File: config.mk
export PLATFORM = sky130hd
export DESIGN_NAME = seg7_scan_ctrl
export DESIGN_NICKNAME = d
export VERILOG_FILES = /design/src/rtl/seg7_pkg.sv /design/src/rtl/seg7_scan_ctrl_dec.sv /design/src/rtl/seg7_scan_ctrl.sv
export SDC_FILE = /design/constraint.sdc
export NUM_CORES = 1
export LEC_CHECK = 0
export ABC_AREA = 1
export BUFFER_PORTS_ARGS = -buffer_cell sky130_fd_sc_hd__buf_2
export CAP_MARGIN = 10
export CORE_MARGIN = 2
export CORE_UTILIZATION = 59
export CTS_CLUSTER_DIAMETER = 150
export CTS_CLUSTER_SIZE = 24
export DETAILED_ROUTE_END_ITERATION = 8
export PLACE_DENSITY = 0.8
export SYNTH_ARGS = -nofsm -noshare
export SYNTH_HDL_FRONTEND = slang
export SYNTH_HIERARCHICAL = 1
export SYNTH_SLANG_ARGS = --single-unit
export TNS_END_PERCENT = 5
File: constraint.sdc
create_clock -name clk -period 3.1 [get_ports clk]
set_input_delay 0.62 -clock clk [delete_from_list [all_inputs] [get_ports clk]]
set_output_delay 0.62 -clock clk [all_outputs]
set_load 0.05 [all_outputs]
File: src/rtl/seg7_pkg.sv
// seg7_pkg: shared types and constants for the 7-segment scan controller.
package seg7_pkg;
  typedef enum logic [1:0] {OFF, BLANK, DRIVE} state_t;
  localparam logic [6:0] SEG_BLANK = 7'h7F;
  function automatic int cnt_w(input int p);
    return (p > 1) ? $clog2(p) : 1;
  endfunction
endpackage

File: src/rtl/seg7_scan_ctrl_dec.sv
// bcd_to_7seg: nibble to active-low {a,b,c,d,e,f,g} glyph, hex digits included.
module bcd_to_7seg (
  input  logic [3:0] bcd,
  output logic [6:0] seg
);
  always_comb begin
    seg = 7'h7F;
    case (bcd)
      4'h0: seg = 7'b0000001;
      4'h1: seg = 7'b1001111;
      4'h2: seg = 7'b0010010;
      4'h3: seg = 7'b0000110;
      4'h4: seg = 7'b1001100;
      4'h5: seg = 7'b0100100;
      4'h6: seg = 7'b0100000;
      4'h7: seg = 7'b0001111;
      4'h8: seg = 7'b0000000;
      4'h9: seg = 7'b0000100;
      4'hA: seg = 7'b0001000;
      4'hB: seg = 7'b1100000;
      4'hC: seg = 7'b0110001;
      4'hD: seg = 7'b1000010;
      4'hE: seg = 7'b0110000;
      4'hF: seg = 7'b0111000;
      default: seg = 7'h7F;
    endcase
  end
endmodule

File: src/rtl/seg7_scan_ctrl.sv
// seg7_scan_ctrl: multiplexed common-anode display scanner with guard band and double-buffered data.
module seg7_scan_ctrl
  import seg7_pkg::*;
#(
  parameter int NUM_DIGITS = 4,
  parameter int PRESCALE   = 50000,
  parameter int GUARD      = 4
) (
  input  logic                    clk,
  input  logic                    rst,
  input  logic                    en,
  input  logic                    load,
  input  logic [4*NUM_DIGITS-1:0] data_in,
  input  logic [NUM_DIGITS-1:0]   blank_mask,
  input  logic                    lzb_en,
  output logic                    ready,
  output logic [6:0]              seg,
  output logic [NUM_DIGITS-1:0]   an,
  output logic                    frame_tick
);
  localparam int CW = cnt_w(PRESCALE);
  localparam int DW = $clog2(NUM_DIGITS);
  state_t state, state_n;
  logic [CW-1:0] cnt, cnt_n;
  logic [DW-1:0] dig, dig_n;
  logic [4*NUM_DIGITS-1:0] act_d, act_d_n, sh_d;
  logic [NUM_DIGITS-1:0] act_m, act_m_n, sh_m, dark, an_n;
  logic pending, slot_end, wrap, commit, accept, lz;
  logic [3:0] nib;
  logic [6:0] glyph, seg_n;
  always_comb begin
    slot_end = state == DRIVE && cnt == CW'(PRESCALE - 1);
    wrap     = en && slot_end && dig == DW'(NUM_DIGITS - 1);
    state_n  = !en ? OFF
             : state == OFF ? BLANK
             : (state == BLANK && cnt == CW'(GUARD - 1)) ? DRIVE
             : slot_end ? BLANK : state;
    cnt_n    = (!en || state == OFF || slot_end) ? '0 : cnt + 1'b1;
    dig_n    = (!en || state == OFF) ? '0
             : slot_end ? (dig == DW'(NUM_DIGITS - 1) ? '0 : dig + 1'b1) : dig;
    commit   = pending && (wrap || state == OFF);
    accept   = load && !pending;
    act_d_n  = commit ? sh_d : act_d;
    act_m_n  = commit ? sh_m : act_m;
  end
  // Leading-zero run propagates down from the top digit; digit 0 is never part of it.
  always_comb begin
    dark = act_m_n;
    lz   = lzb_en;
    for (int i = NUM_DIGITS - 1; i > 0; i--) begin
      lz      = lz && act_d_n[4*i +: 4] == 4'd0;
      dark[i] = dark[i] | lz;
    end
  end
  assign nib = act_d_n[{dig_n, 2'b00} +: 4];
  bcd_to_7seg u_dec (.bcd(nib), .seg(glyph));
  always_comb begin
    an_n  = state_n == DRIVE ? ~(NUM_DIGITS'(1) << dig_n) : '1;
    seg_n = (state_n == DRIVE && !dark[dig_n]) ? glyph : SEG_BLANK;
  end
  always_ff @(posedge clk or posedge rst) begin
    if (rst) begin
      state      <= OFF;
      cnt        <= '0;
      dig        <= '0;
      act_d      <= '0;
      act_m      <= '0;
      sh_d       <= '0;
      sh_m       <= '0;
      pending    <= 1'b0;
      an         <= '1;
      seg        <= SEG_BLANK;
      frame_tick <= 1'b0;
    end else begin
      state      <= state_n;
      cnt        <= cnt_n;
      dig        <= dig_n;
      act_d      <= act_d_n;
      act_m      <= act_m_n;
      sh_d       <= accept ? data_in : sh_d;
      sh_m       <= accept ? blank_mask : sh_m;
      pending    <= accept | (pending & ~commit);
      an         <= an_n;
      seg        <= seg_n;
      frame_tick <= wrap;
    end
  end
  assign ready = ~pending;
endmodule
# [Yosys cells after proc, flatten, opt, wreduce, memory -nomap -nowiden]
# Memory sizes are Yosys's and may differ from the RTL's.
# Index checks and enable logic that the tools add are counted.
[totals] reg_bits=73 romBits=112 out_inout_bits=13 word_cells=65 mem_count=1
[op_classes] addsub=2 order_cmp=1 n_eq_ne=6 shifts=2 n_mux=14 bitwise_logic=8 reduce_logical=20
[memory_table] name="(name not given)" depth=16 width=7 read_ports=1 rd_clocked_by_memory_dff=0 wr=0 line_no="seg7_scan_ctrl_dec.sv:8" source="case (bcd)"
[op_table] operator="2-to-1 mux 16 bit" count=2
[op_table] operator="adder 16 x 1 -> 16 bit (second input constant)" count=1
[op_table] operator="equality test 16 bit (second input constant)" count=1
[op_table] operator="equality test 16 x 2 -> 1 bit (second input constant)" count=1
[op_table] operator="indexed part select 16 x 5 -> 4 bit" count=1
[op_table] operator="2-to-1 mux 2 bit" count=7
[op_table] operator="zero test 4 bit" count=3
[op_table] operator="logical AND 1 bit" count=10
[op_table] operator="2-to-1 mux 4 bit" count=2
[op_table] operator="2-to-1 mux 7 bit" count=1
[op_table] operator="equality test 2 bit (second input constant)" count=3
[op_table] operator="inverter 4 bit" count=1
[op_table] operator="OR 1 bit" count=4
[op_table] operator="left shift 1 x 2 -> 4 bit (first input constant)" count=1
[op_table] operator="zero test 1 bit" count=3
[op_table] operator="logical OR 1 bit" count=3
[op_table] operator="< comparator 2 x 3 -> 1 bit (second input constant)" count=1
[op_table] operator="adder 2 x 1 -> 2 bit (second input constant)" count=1
[op_table] operator="binary-select mux 1 bit (select 2 bit)" count=1
[op_table] operator="equality test 2 x 1 -> 1 bit (second input constant)" count=1
[op_table] operator="zero test 2 bit" count=1
[op_table] operator="inverter 1 bit" count=2
[op_table] operator="AND 1 bit" count=1
[op_table] operator="2-to-1 mux 1 bit" count=1

# [Longest topological paths before layout]
# Gate-level depths: netlist (run 1).
[depth] depth_word=17 ltp_mapped=21

# [Modules after synthesis]
# The synthesis (run 1) kept the hierarchy.
[by_module_without_submodules] module="seg7_scan_ctrl" n_inst=1 cells_each=386 area_per_inst_um2=3410.8
[by_module_without_submodules] module="bcd_to_7seg" n_inst=1 cells_each=49 area_per_inst_um2=274.0

# [Least setup slack after synthesis (run 1)]
# OpenSTA, ideal clock, no wires.
[synth_path] kind="register to register" start="register cnt[0]" end="register seg[3]" t_arrival_ps=2564 required_time_ps=3008 slack_ps=444 stages_incl_launch_ff=20 n_path_buf=1 period_less_slack_ps=2656 cell_sequence="dfrtp_1 ha_1 nand3_1 nor2_2 nand3_2 nand2_4 nand2_4 buf_6 nand2_1 nand2_1 o22ai_1 a21oi_1 o21ai_0 inv_1 ha_1 nand2_1 nand3_1 nand2_1 inv_1 nand4_1"
[synth_lines] item="start, declared" line_no="seg7_scan_ctrl.sv:24" source="logic [CW-1:0] cnt, cnt_n;"
[synth_lines] item="start signal, assigned" line_no="seg7_scan_ctrl.sv:76" source="cnt <= cnt_n;"
[synth_lines] item="equality test 16 bit (*)" line_no="seg7_scan_ctrl.sv:32" source="slot_end = state == DRIVE && cnt == CW'(PRESCALE - 1);"
[synth_lines] item="logical AND 1 bit (*)" line_no="seg7_scan_ctrl.sv:32"
[synth_lines] item="logical AND 1 bit (2 in a row)" line_no="seg7_scan_ctrl.sv:33" source="wrap = en && slot_end && dig == DW'(NUM_DIGITS - 1);"
[synth_lines] item="logical OR 1 bit" line_no="seg7_scan_ctrl.sv:41" source="commit = pending && (wrap || state == OFF);"
[synth_lines] item="logical AND 1 bit" line_no="seg7_scan_ctrl.sv:41"
[synth_lines] item="2-to-1 mux 16 bit" line_no="seg7_scan_ctrl.sv:43" source="act_d_n = commit ? sh_d : act_d;"
[synth_lines] item="indexed part select 16 x 5 -> 4 bit (*)" line_no="seg7_scan_ctrl.sv:55" source="assign nib = act_d_n[{dig_n, 2'b00} +: 4];"
[synth_lines] item="named net nib[1]" line_no="seg7_scan_ctrl.sv:29" source="logic [3:0] nib;"
[synth_lines] item="memory read (16 x 7 bit) (*)"
[synth_lines] item="named net glyph[3]" line_no="seg7_scan_ctrl.sv:30" source="logic [6:0] glyph, seg_n;"
[synth_lines] item="2-to-1 mux 7 bit (*)" line_no="seg7_scan_ctrl.sv:59" source="seg_n = (state_n == DRIVE && !dark[dig_n]) ? glyph : SEG_BLANK;"
[synth_lines] item="named net seg_n[3]" line_no="seg7_scan_ctrl.sv:30"
[synth_lines] item="end signal, assigned" line_no="seg7_scan_ctrl.sv:84" source="seg <= seg_n;"
[synth_lines] item="end, declared" line_no="seg7_scan_ctrl.sv:17" source="output logic [6:0] seg,"
# Mark *: on every way through the listed nets, which the timed path passes. The rest lies on a longest branch. The select of a mux whose other input is x is not followed.
# A chain may end at the register's enable or synchronous reset.

# [Worst setup path in the final report (run 1)]
[layout_path] start="register cnt[0]" end="register seg[1]"
# The elaborated chain is that of the path after synthesis.

==> results by group, run 1 <==
Status
  – Outcome: complete, no violations

Synth
  – Post-Syn Area per Cell: 8.47 um2
  – FFs w/ async S/R, synth: 100%
  – Sequential fraction of the synthesis area: 49.9%
  – Post-synth EDFFs: 0
  – Yosys reg bits: 73
  – Post-synth top area share: 42.1%
  – Area leader, netlist: dfrtp_1
  – Distinct cell type count after synthesis: 41
  – Top-count cell post-synth: nand2_1
  – Post-synthesis cell area: 3680 um2
  – Top post-synthesis cells by area: dfrtp_1 (42%), nand2_1 (11%), dfstp_2 (7.8%)
  – Syn Nets: 469
  – Synth warn: 6
  – Synth Instances: 435
  – Top_reg_cell synth: dfrtp_1
  – Synth top cells by count: nand2_1 (105), inv_1 (71), dfrtp_1 (62)

Setup path
  – Most frequent CP cell: nand2_1
  – Top delay family on crit path: simple AND/OR/NAND/NOR gates
  – Startpoint type of the worst setup path: register
  – CP endpoint kind: register
  – Crit path kind: register to register
  – WP buf/inv: 3
  – CP max-delay cell: dfrtp_1
  – Worst Path Max Fanout: 11
  – Worst r2r path cells: 19
  – Worst path depth: 19
  – Crit path DAT: 3110 ps
  – WP data required: 3360 ps
  – Worst-path cell chain: ha_2, nand3_2, nor2_2, nand3_2, nand2_4, buf_4, nand3_1, nand2_1, o22ai_1, a21oi_1, o21ai_0, buf_4, ha_1, nand2_1, o21ai_1, nand2_1, nand2_1, inv_1, nand4_1
  – Slowest cell delay on critical path: 380 ps

Global routing
  – GRT overflow: 0
  – Global-route wire length before repair: 12,900 um
  – Initial antenna violation count: 0
  – Largest net degree at the start of global routing: 28
  – Vias in the first global route: 2,816
  – Tot GR Track Use: 22.9%

Pwr
  – Logic pwr share: 25.9%
  – Switching share of power: 31.6%
  – Final Power: 0.00261 W
  – Sw Pwr: 0.000825 W
  – Clock power frac: 29.3%
  – PD cells: 621 nW/um2
  – Internal power: 0.00179 W
  – Sequential share of power: 44.8%
  – Maximum vdd drop: 0.588 mV
  – Static Leak: 2.12 nW

Clock network
  – Post-CTS Hold Buffers: 0
  – Clk sink count: 73
  – H-tree depth: 3
  – Max clock buf depth: 2
  – Total CTS buffers: 9
  – CTS tree: yes
  – Root buffer cell: clkbuf_8
  – Worst-skew pair later-pin latency: 350 ps
  – Reg clk slew, reported paths: 70 ps

Floorplan
  – FP Rows: 28
  – Starting Density: 61.5%
  – Chip Height: 83.0 um
  – Io pins: 38
  – DIE AREA: 6890 um2
  – DIE WIDTH: 83.0 um
  – Core area: 5990 um2

Routing
  – Post-Route WL: 7330 um
  – DRC Markers: 0
  – DRT Pass-1 Iters: 4
  – 1st-iter DRT viols: 146
  – Drt wl/cell: 13.0 um
  – Mean number of vias per cell: 5.16
  – Via count: 2,903
  – DRT antenna net count: 0

Placed design
  – Port buffer count: 37
  – Dpl cell area: 3960 um2
  – Gpl congestion: 0.865
  – Detailed Place HPWL: 5450 um
  – Setup Slack @ Placement: 135 ps

Cells and area
  – Final non-filler cell area: 4210 um2
  – Number of nets in the layout: 517
  – Fillers: 477
  – Inserted Diodes: 0
  – Post-Route Utilization: 70.2%
  – Fraction of layout cells with a size suffix above 1: 24.0%
  – Area grow syn2layout: 14.2%

STA
  – Slew at the pin closest to its max-slew limit: 558 ps
  – Worst setup margin: 240 ps
  – Final worst path period share: 92.2%
  – Max Clock Skew: 11.3 ps
  – Final Slew Violations: 0
  – Final setup vio count: 0
  – Fin. Hold Viols: 0
  – Fin Setup TNS: 0 ps
  – Slew HR: 62.7%
  – Max frequency: 350 MHz
  – Crit path time final: 2860 ps

Worst hold path
  – Hold Crit Class: input pin to asynchronous set/reset pin

Flow run
  – # Max-Cap Violations: 0
[registers in the layout, indices dropped and copies added, names as in the netlist]
register,count
act_d,16
act_m,4
an,4
cnt,16
dig,2
frame_tick,1
pending,1
seg,7
sh_d,16
sh_m,4
state,2
[repair_timing]
action / in CTS / in global routing
resized for setup: 0 / 7
endpoints found under the setup margin: 0 / 7
setup buffers: 0 / 2
[worst paths after layout]
kind	start	endpoint	slack, ps
max	cnt[0]$_DFF_PP0_	seg[1]$_DFF_PP1_	240
min	rst	cnt[0]$_DFF_PP0_	290
max reg2reg	cnt[0]$_DFF_PP0_	seg[1]$_DFF_PP1_	240
min reg2reg	cnt[0]$_DFF_PP0_	cnt[0]$_DFF_PP0_	490
max in group asynchronous	rst	seg[1]$_DFF_PP1_	2070
min in group clk	cnt[0]$_DFF_PP0_	cnt[0]$_DFF_PP0_	490
[logic make-up after synthesis]
kind of cell	synth area share [%]
and+or+nand+nor	26.0
buffers and inverters	9.47
DFF	49.9
AOI/OAI and AO/OA	7.40
muxes	3.67
adders and majority gates	3.06
xor gates and xnor gates	0.475
[layout make-up]
cell class	instances	area [um2]	share of cell area (%)
clock inverter	2	35.0	0.833
inverter	75	284	6.75
tap	75	93.8	2.23
sequential	73	1840	43.7
clock buffer	14	173	4.10
timing repair buffer	47	260	6.18
multi-input combinational	277	1520	36.2
[stage by stage]
step | instances | hold slack (ps)
after floorplan | 435 | 433
after global placement | 545 | 445
after detailed placement | 545 | 474
after CTS | 561 | 304
after global routing | 563 | 315
final | 563 | 293
[worst reg2reg max path, delay by kind of cell (launching register included)]
kind	cells	cell delay (ps)
compound gates	4	460
flops	1	380
simple gates	10	1080
fa+ha+maj	2	420
buf+inv	3	420
[routing by layer]
metal / up-vias / wire, um / global-route usage [%]
met5: - / 0 / 0
met4: 0 / 81 / 5.37
met3: 9 / 361 / 7.36
met2: 67 / 3650 / 37.3
met1: 1362 / 3240 / 29.9
li1: 1465 / - / -
[cell usage in the layout (no fill, tap or decap), drive strengths merged]
cell     instances
a21boi           1
a21oi           18
a221oi           1
and2             1
and3             2
buf             47
bufinv           1
clkbuf          14
clkinv           1
dfrtp           62
dfstp           11
ha               9
inv             75
mux2            12
nand2          112
nand3           31
nand4            9
nor2            43
nor3             7
nor3b            4
nor4             1
o2111ai          2
o211ai           1
o21a             2
o21ai           14
o21bai           1
o22ai            1
or2              3
xnor2            1
xor2             1
[power groups by stage]
stage	combinational (W)	sequential [W]	clock, W
after CTS	0.000658	0.00117	0.000783
final	0.000676	0.00117	0.000766
after global placement	0.000630	0.00118	0
after detailed placement	0.000652	0.00119	0
after floorplan	0.000512	0.00116	0
after global routing	0.000776	0.00119	0.000827
(Power assumes the default switching activity.)
==> run 2: changes to the inputs <==
==> constraint.sdc (replaced) <==
create_clock -name clk -period 2.99 [get_ports clk]
set_input_delay 0.598 -clock clk [delete_from_list [all_inputs] [get_ports clk]]
set_output_delay 0.598 -clock clk [all_outputs]
set_load 0.05 [all_outputs]
==> results by group, run 2 (synthesized netlist as in run 1, its figures left out) <==
Status
  – Outcome: complete, no violations

Routing
  – DRT Pass-1 Iters: 4 (unchanged)
  – Post-Route WL: 7270 um (-0.81%)
  – Drt wl/cell: 13.0 um (-0.45%)
  – 1st-iter DRT viols: 243 (+66%)
  – Via count: 2,876 (-0.93%)
  – DRT antenna net count: 0 (unchanged)
  – Mean number of vias per cell: 5.13 (-0.58%)
  – DRC Markers: 0 (unchanged)

Setup path
  – Slowest cell delay on critical path: 410 ps (+30 ps)
  – Worst Path Max Fanout: 14 (+3)
  – Crit path DAT: 3020 ps (-90 ps)
  – WP data required: 3250 ps (-110 ps)
  – CP endpoint kind: register
  – Crit path kind: register to register
  – Startpoint type of the worst setup path: register
  – CP max-delay cell: dfrtp_1
  – Worst-path cell chain: ha_4, nand3_2, nor2_4, nand3_2, nand2_4, nand2_8, inv_6, nand2_1, and2_1, o22ai_1, a21oi_1, o21ai_0, inv_1, ha_1, inv_1, nand2_1, nand3_1, nand2_1, inv_1, nand4_1
  – Top delay family on crit path: simple AND/OR/NAND/NOR gates
  – WP buf/inv: 4 (+1)

Clock network
  – CTS tree: yes
  – Max clock buf depth: 2 (unchanged)
  – Clk sink count: 73 (unchanged)
  – H-tree depth: 3 (unchanged)
  – Root buffer cell: clkbuf_8
  – Reg clk slew, reported paths: 80 ps (about the same)
  – Total CTS buffers: 9 (unchanged)
  – Post-CTS Hold Buffers: 0 (unchanged)
  – Worst-skew pair later-pin latency: 350 ps (about the same)

Global routing
  – Initial antenna violation count: 0 (unchanged)
  – Largest net degree at the start of global routing: 45 (+61%)
  – Vias in the first global route: 2,718 (-3.5%)
  – Global-route wire length before repair: 12,200 um (-5.3%)
  – GRT overflow: 0 (unchanged)
  – Tot GR Track Use: 21.9% (-0.97 points)

Worst hold path
  – Hold Crit Class: input pin to asynchronous set/reset pin

Floorplan
  – Core area: 5990 um2 (unchanged)
  – FP Rows: 28 (unchanged)
  – Starting Density: 61.5% (unchanged)
  – DIE WIDTH: 83.0 um (unchanged)
  – DIE AREA: 6890 um2 (unchanged)
  – Io pins: 38 (unchanged)
  – Chip Height: 83.0 um (unchanged)

Placed design
  – Inst Count DP: 543 (-0.37%)
  – Port buffer count: 37 (unchanged)
  – Dpl cell area: 3950 um2 (about the same)
  – Detailed Place HPWL: 5260 um (-3.4%)
  – Gpl congestion: 0.877 (+1.3%)

Cells and area
  – Regs by FF count: act_d (16), cnt (16), sh_d (16)
  – Fraction of layout cells with a size suffix above 1: 23.7% (-0.31 points)
  – Final cell count without fillers: 561 (-0.36%)
  – Number of nets in the layout: 515 (-0.39%)
  – Area grow syn2layout: 15.2%
  – Final non-filler cell area: 4250 um2 (+0.92%)
  – Inserted Diodes: 0 (unchanged)
  – Post-Route Utilization: 70.9% (+0.65 points)
  – Commonest cells after routing, fill and taps aside: nand2_1 (104), inv_1 (70), dfrtp_1 (62), nor2_1 (38), buf_2 (37)
  – Most common cell after layout, fill and taps aside: nand2_1

STA
  – Final Slew Violations: 0 (unchanged)
  – Max Clock Skew: 9.43 ps (-1.89 ps)
  – Worst hold slack: 306 ps (+12.2 ps)
  – Fin Setup TNS: 0 ps (unchanged)
  – Slew HR: 54.9% (-7.8 points)
  – Fin. Hold Viols: 0 (unchanged)
  – Max frequency: 362 MHz (+3.4%)
  – Final worst path period share: 92.5% (+0.23 points)
  – Slew at the pin closest to its max-slew limit: 676 ps (+119 ps)
  – Final setup vio count: 0 (unchanged)
  – Crit path time final: 2760 ps (-94.6 ps)
  – RSZ-0062 raised after global routing: no

Flow run
  – # Max-Cap Violations: 0 (unchanged)

Pwr
  – Maximum vdd drop: 0.582 mV (-0.99%)
  – PD cells: 644 nW/um2 (+3.7%)
  – Static Leak: 2.13 nW (+0.61%)
run 2: cell count changes in the layout (fill, tap and decap cells not counted), moves of 2 or more:
cell,change
buf_4,-5
nor2_4,+2
nand2_4,+2
clkinv_2,+2
nor2_2,-2
clkbuf_8,-3
run 2: repair_timing:
item	CTS	global route
resized for setup	0	14
setup endpoints to repair	0	7
setup buffers	0	1
run 2: final timing paths:
| check | startpoint | endpoint | slack [ps] | cells past startpoint |
|---|---|---|---|---|
| max reg2reg | cnt[0]$_DFF_PP0_ | seg[6]$_DFF_PP1_ | 230 | 20 |
| max in group asynchronous | rst | sh_m[2]$_DFFE_PP0P_ | 2050 | 3 |
| min in group clk | data_in[4] | sh_d[4]$_DFFE_PP0P_ | 470 | 2 |
| min reg2reg | act_d[3]$_DFF_PP0_ | act_d[3]$_DFF_PP0_ | 500 | 2 |
| max | cnt[0]$_DFF_PP0_ | seg[6]$_DFF_PP1_ | 230 | 20 |
| min | rst | cnt[14]$_DFF_PP0_ | 310 | 2 |
run 2: stage by stage:
| step | setup slack [ps] | power (W) |
|---|---|---|
| finish | 225 | 0.00273 |
| global route | 0.923 | 0.00290 |
| CTS | 56.4 | 0.00273 |
| detailed placement | 93.8 | 0.00190 |
| global placement | 212 | 0.00187 |
| floorplan | 334 | 0.00173 |
run 2: layer usage:
layer	global-route usage [%]	vias to the layer above	routed length [um]	part of all wire, %
met5	0	-	0	0
met4	6.41	0	67	0.92
met3	6.06	7	349	4.8
met2	35.9	68	3550	49
met1	28.6	1341	3300	45
li1	-	1460	-	-
run 2: layout make-up:
type                       count  area [um2]
clock inverter                 6        82.6
inverter                      75         287
clock buffer                  10         128
sequential                    73        1840
tap                           75        93.8
fill                         453        1740
multi-input combinational    278        1560
timing repair buffer          44         254
run 2: where the power goes:
| group | internal, W | leakage, nW | switching [W] |
|---|---|---|---|
| Sequential | 0.00114 | 0.872 | 0.0000752 |
| Combinational | 0.000253 | 1.15 | 0.000443 |
| Clock | 0.000465 | 0.106 | 0.000358 |
| Total | 0.00186 | 2.13 | 0.000875 |
